[config.mk]
export PLATFORM = sky130hd
export DESIGN_NAME = ram_port_ctrl
export DESIGN_NICKNAME = d
export VERILOG_FILES = /design/src/rtl/ram_port_ctrl.sv
export SDC_FILE = /design/constraint.sdc
export NUM_CORES = 1
export LEC_CHECK = 0
export CAP_MARGIN = 0
export CORE_AREA = 3 3 119 121
export CTS_CLUSTER_DIAMETER = 200
export DETAILED_ROUTE_END_ITERATION = 12
export DIE_AREA = 0 0 122 124
export PLACE_DENSITY = 0.85
export SLEW_MARGIN = 5
export SYNTH_ARGS = -nofsm -noshare
export SYNTH_HDL_FRONTEND = slang
export SYNTH_SLANG_ARGS = --single-unit
[constraint.sdc]
create_clock -name clk -period 3.06 [get_ports clk]
set_input_delay 0.612 -clock clk [delete_from_list [all_inputs] [get_ports clk]]
set_output_delay 0.612 -clock clk [all_outputs]
set_load 0.005 [all_outputs]
[src/rtl/ram_port_ctrl.sv]
// Load/store front end for one byte-write block RAM port (2-cycle read latency).
// Credit-based response buffer keeps responses in order and never stalls the pipeline.
module ram_port_ctrl #(
  parameter int unsigned ADDR_WIDTH = 10,
  parameter int unsigned RSP_DEPTH  = 4
) (
  input  logic                  clk,
  input  logic                  rst,
  input  logic                  req_valid,
  output logic                  req_ready,
  input  logic                  req_we,
  input  logic [1:0]            req_size,
  input  logic                  req_unsigned,
  input  logic [ADDR_WIDTH+1:0] req_addr,
  input  logic [31:0]           req_wdata,
  output logic                  rsp_valid,
  input  logic                  rsp_ready,
  output logic [31:0]           rsp_rdata,
  output logic                  rsp_err,
  output logic                  ram_en,
  output logic [3:0]            ram_we,
  output logic [ADDR_WIDTH-1:0] ram_addr,
  output logic [31:0]           ram_din,
  output logic                  ram_regce,
  output logic                  ram_rst,
  input  logic [31:0]           ram_dout
);

  localparam int unsigned PW = $clog2(RSP_DEPTH);
  localparam int unsigned CW = PW + 2;
  localparam logic [CW-1:0] DEPTH_C = CW'(RSP_DEPTH);

  typedef enum logic [1:0] {
    SZ_BYTE = 2'd0,
    SZ_HALF = 2'd1,
    SZ_WORD = 2'd2,
    SZ_ILL  = 2'd3
  } size_e;

  typedef struct packed {
    logic       valid;
    logic       we;
    size_e      size;
    logic       uns;
    logic [1:0] off;
    logic       err;
  } sb_t;

  size_e          w_size;
  logic [1:0]     w_off;
  logic           w_err;
  logic           w_accept;
  logic [3:0]     w_lanes;
  logic [31:0]    w_din;
  logic [31:0]    w_fmt;
  logic [7:0]     w_byte;
  logic [15:0]    w_half;
  logic           w_push;
  logic           w_pop;
  logic [CW-1:0]  w_used;

  sb_t            r_s1;
  sb_t            r_s2;
  logic [31:0]    r_fifo_data [RSP_DEPTH];
  logic           r_fifo_err  [RSP_DEPTH];
  logic [PW-1:0]  r_wptr;
  logic [PW-1:0]  r_rptr;
  logic [PW:0]    r_count;

  assign w_size = size_e'(req_size);
  assign w_off  = req_addr[1:0];

  always_comb begin
    w_err   = 1'b0;
    w_lanes = 4'b1111;
    w_din   = req_wdata;
    case (w_size)
      SZ_BYTE: begin
        w_lanes = 4'b0001 << w_off;
        w_din   = {4{req_wdata[7:0]}};
      end
      SZ_HALF: begin
        w_err   = w_off[0];
        w_lanes = w_off[1] ? 4'b1100 : 4'b0011;
        w_din   = {2{req_wdata[15:0]}};
      end
      SZ_WORD: w_err = (w_off != 2'b00);
      default: w_err = 1'b1;
    endcase
  end

  // Credits count everything between accept and pop, so the FIFO can never overflow.
  assign w_used    = CW'(r_s1.valid) + CW'(r_s2.valid) + CW'(r_count);
  assign req_ready = !rst && (w_used < DEPTH_C);
  assign w_accept  = req_valid && req_ready;

  assign ram_en    = w_accept && !w_err;
  assign ram_we    = (ram_en && req_we) ? w_lanes : '0;
  assign ram_addr  = req_addr[ADDR_WIDTH+1:2];
  assign ram_din   = w_din;
  assign ram_regce = 1'b1;
  assign ram_rst   = rst;

  assign w_byte = ram_dout[{r_s2.off, 3'b000} +: 8];
  assign w_half = r_s2.off[1] ? ram_dout[31:16] : ram_dout[15:0];

  always_comb begin
    w_fmt = '0;
    if (!r_s2.we && !r_s2.err) begin
      case (r_s2.size)
        SZ_BYTE: w_fmt = {{24{!r_s2.uns && w_byte[7]}}, w_byte};
        SZ_HALF: w_fmt = {{16{!r_s2.uns && w_half[15]}}, w_half};
        default: w_fmt = ram_dout;
      endcase
    end
  end

  assign w_push    = r_s2.valid;
  assign w_pop     = rsp_valid && rsp_ready;
  assign rsp_valid = (r_count != '0);
  assign rsp_rdata = rsp_valid ? r_fifo_data[r_rptr] : '0;
  assign rsp_err   = rsp_valid && r_fifo_err[r_rptr];

  always_ff @(posedge clk or posedge rst) begin
    if (rst) begin
      r_s1    <= '0;
      r_s2    <= '0;
      r_wptr  <= '0;
      r_rptr  <= '0;
      r_count <= '0;
    end else begin
      r_s1 <= '{valid: w_accept, we: req_we, size: w_size, uns: req_unsigned,
                off: w_off, err: w_err};
      r_s2 <= r_s1;
      if (w_push) r_wptr <= r_wptr + 1'b1;
      if (w_pop)  r_rptr <= r_rptr + 1'b1;
      case ({w_push, w_pop})
        2'b10:   r_count <= r_count + 1'b1;
        2'b01:   r_count <= r_count - 1'b1;
        default: r_count <= r_count;
      endcase
    end
  end

  always_ff @(posedge clk) begin
    if (w_push) begin
      r_fifo_data[r_wptr] <= w_fmt;
      r_fifo_err[r_wptr]  <= r_s2.err;
    end
  end

endmodule

==> results.cfg <==
[floorplan]
design.die.area_um2 = 15100
pin_count = 168
placementRows = 42
start_util_pct = 54.0
placeableCoreArea_um2 = 13200
dieHeight_um = 124
die-width_um = 122

[grt]
grt_start_max_net_pins = 36
global_route.overflow_total = 0
grtUsageTotal_pct = 22.5
initial_antenna_violation_count = 0
grt_pass1_vias = 4871
grt_first_pass_wirelength_um = 25300

[yosys]
count_of_flip_flops_with_a_built_in_enable_after_synthesis = 132
synthXorXnorAreaFrac_pct = 0.861
yosys.area_share.simple_pct = 8.05
synthFlopType = edfxtp_1
asyncSetResetFlopFracSynth_pct = 14.8
synth.ff_latch_count = 155
synthesized_area_fraction_occupied_by_ao_oa_aoi_and_oai_cells_pct = 4.64
mappedNetlistNets = 555
synth.area.mux_share_pct = 16.8
postSynthAreaPerCell_um2 = 15.3
post_synth_fa_ha_maj_area_fraction_pct = 1.34
portion_of_the_post_synthesis_area_used_by_sequential_elements_pct = 63.7
synth.cell_area_um2 = 7120
largest_family_of_logic_cells_by_synthesized_area = multiplexers
synthCells = 464
yosysWarningCount = 0
yosysUniqueCellTypes = 39

[timing]
worst_hold_slack_ns = 0.348
rsz0062_at_grt = no
final.period_utilization_pct = 96.5
final-hold-violation-count = 0
worst_clock_skew_ns = 0.00762
maxClockFrequency_mhz = 339
timing.final.max_slew_violations = 0
slew_at_the_pin_closest_to_its_max_slew_limit_ns = 0.832
max_transition_margin_pct = 44.5
final.min_clock_period_ns = 2.95
setup_viol = 0
fin_setup_tns_ns = 0
setup_ws_ns = 0.106

[drt]
detailedRoute.firstIterationViolations = 479
routed_wirelength_um = 16600
routed_wire_length_per_instance_um = 21.0
first_pass_iters = 10
via_count = 4530
drt-vias-per-instance = 5.73
antenna_left = 0
drc_errors = 0

[critical_path]
worst_r2r_path_depth = 4
timing.critical_path.buf_inv = 2
category_of_cells_accounting_for_the_largest_share_of_critical_path_delay = buffers and inverters
worst-path-max-fanout = 10
timing.critical_path.from_type = register
worst-r2r-setup-slack_ns = 0.68
rr_endpoint = r_fifo_data[3][19]
end_kind = primary output
worstSetupPathType = register to primary output
crit_required_ns = 2.45
crit_chain = buf_4 > mux4_2 > and2_1 > clkdlybuf4s50_1
crit-reg2reg-launch = r_s2[5]
slowest_stage = dfrtp_4
arrival_ns = 2.34
critical_path_depth = 4
slowest_stage_delay_cp_ns = 0.57

[worst_hold_path]
worst_hold_path.endpoint = r_s2[6]
timing.hold.worst.class = register to register
hold_path_startpoint = r_s1[6]
hold-path-cell-count = 0

[placed_design]
io_buffer_count = 146
place_inst = 756
gpl.final_weighted_congestion = 0.842
dp.final_hpwl_um = 11200
pre_cts_ws_ns = 0.0630
postPlaceCellArea_um2 = 8690

[finish]
post-route-cell-area_um2 = 9320
area_delta_synth_final_pct = 30.8
finalCoreUtilization_pct = 70.6
drive_above_1_share_pct = 22.0
antenna_cells_inserted = 0
finish.net_count = 692
final_cells = 790

[clock_tree]
clkLatencyLatePin_ns = 0.42
tritoncts = yes
clk_path_buf_depth = 2
htree_levels = 4
clkSlewWorstSetupHoldPaths_ns = 0.06
tritoncts.num_buffers = 17
clockRootBuffer = clkbuf_16
numClockSinks = 155
cts.hold.buffers_added = 0

[pwr]
ir_worst_vdd_v = 0.000442
p_leak_nw = 3.43
total_power_mw = 6.97
power_density_nw_per_um2 = 748

[flow_run]
max-cap-violations = 0

[outcome]
status = completed
==> layer usage <==
layer / GRT usage, % / share of wire, % / vias to the layer above
li1: - / - / 2001
met1: 26.6 / 37 / 2209
met2: 39.2 / 51 / 284
met3: 6.31 / 9.4 / 36
met4: 9.03 / 2.5 / 0
met5: 0 / 0 / -
==> power breakdown <==
group	switching, mW	internal (mW)	total, mW
sequential	0.137	2.50	2.63
clock	0.793	1.23	2.02
combinational	0.881	1.43	2.31
total	1.81	5.16	6.97
==> worst max-delay path by stage <==
stage                    end       start
6_report       rsp_rdata[11]   r_rptr[0]
5_1_grt               ram_en  r_count[0]
4_1_cts        rsp_rdata[11]   r_rptr[0]
3_5_place_dp       ram_we[0]         rst
3_3_place_gp       ram_we[0]         rst
2_1_floorplan      ram_we[0]  r_count[0]
==> cell usage after synthesis (2+ instances only) <==
master	instances	area share (%)
edfxtp_1	132	56
and2_1	39	3.4
nand2_1	35	1.8
mux4_2	33	10
mux2_2	31	4.9
dfrtp_1	23	8.1
buf_4	20	2.1
o21ai_0	19	1.3
a21oi_1	17	1.2
clkbuf_1	13	0.69
nor2_1	13	0.69
buf_2	10	0.70
inv_1	10	0.53
nand2_2	10	0.88
mux2i_1	9	1.3
a222oi_1	7	0.98
ha_1	6	1.1
xor2_1	5	0.61
nor3_1	4	0.28
buf_1	3	0.16
a31oi_1	2	0.18
buf_6	2	0.32
nand3_1	2	0.14
nor2b_1	2	0.18
or2_2	2	0.18
xnor2_1	2	0.25
==> registers in the layout, summed over array words and instances, names as in the netlist <==
name and count:
r_s2 7, w_push 1, r_wptr 2, r_rptr 2
r_fifo_data 128, r_fifo_err 4, r_count 3, r_s1 8
==> layout make-up <==
type                    instances  area, um^2
fillers                       811        3870
clock buffers                  24         537
flip-flops and latches        155        4540
well taps                     176         220
clock inverters                 8        52.6
multi-input cells             251        2280
inverters                      10        37.5
repair buffers                166        1650
==> repair_timing <==
item,CTS,global route
resized for setup,4,7
hold endpoints to repair,0,0
buffers inserted,1,1
pin swaps,2,2
endpoints found under the setup margin,5,18
==> kinds of logic (layout without fill, tap and decap cells) <==
| logic type | Yosys count | in the layout |
|---|---|---|
| other cells | 1 | 1 |
| xor+xnor | 7 | 7 |
| fa+ha+maj | 7 | 7 |
| simple gates | 110 | 110 |
| flops | 155 | 155 |
| mux | 74 | 74 |
| buf+inv | 58 | 208 |
| compound gates | 52 | 52 |
==> cell usage in the layout (no fill, tap or decap), drive strengths merged, types with 12 or more instances in the layout <==
master / netlist / final
inv: 10 / 12
clkbuf: 13 / 25
clkdlybuf4s50: 0 / 141
and2: 39 / 39
a21oi: 17 / 17
mux2: 32 / 32
dfrtp: 23 / 23
nand2: 45 / 45
o21ai: 19 / 19
edfxtp: 132 / 132
mux4: 33 / 33
nor2: 14 / 14
buf: 35 / 20
No activity file was read; power rests on OpenSTA's default activity.
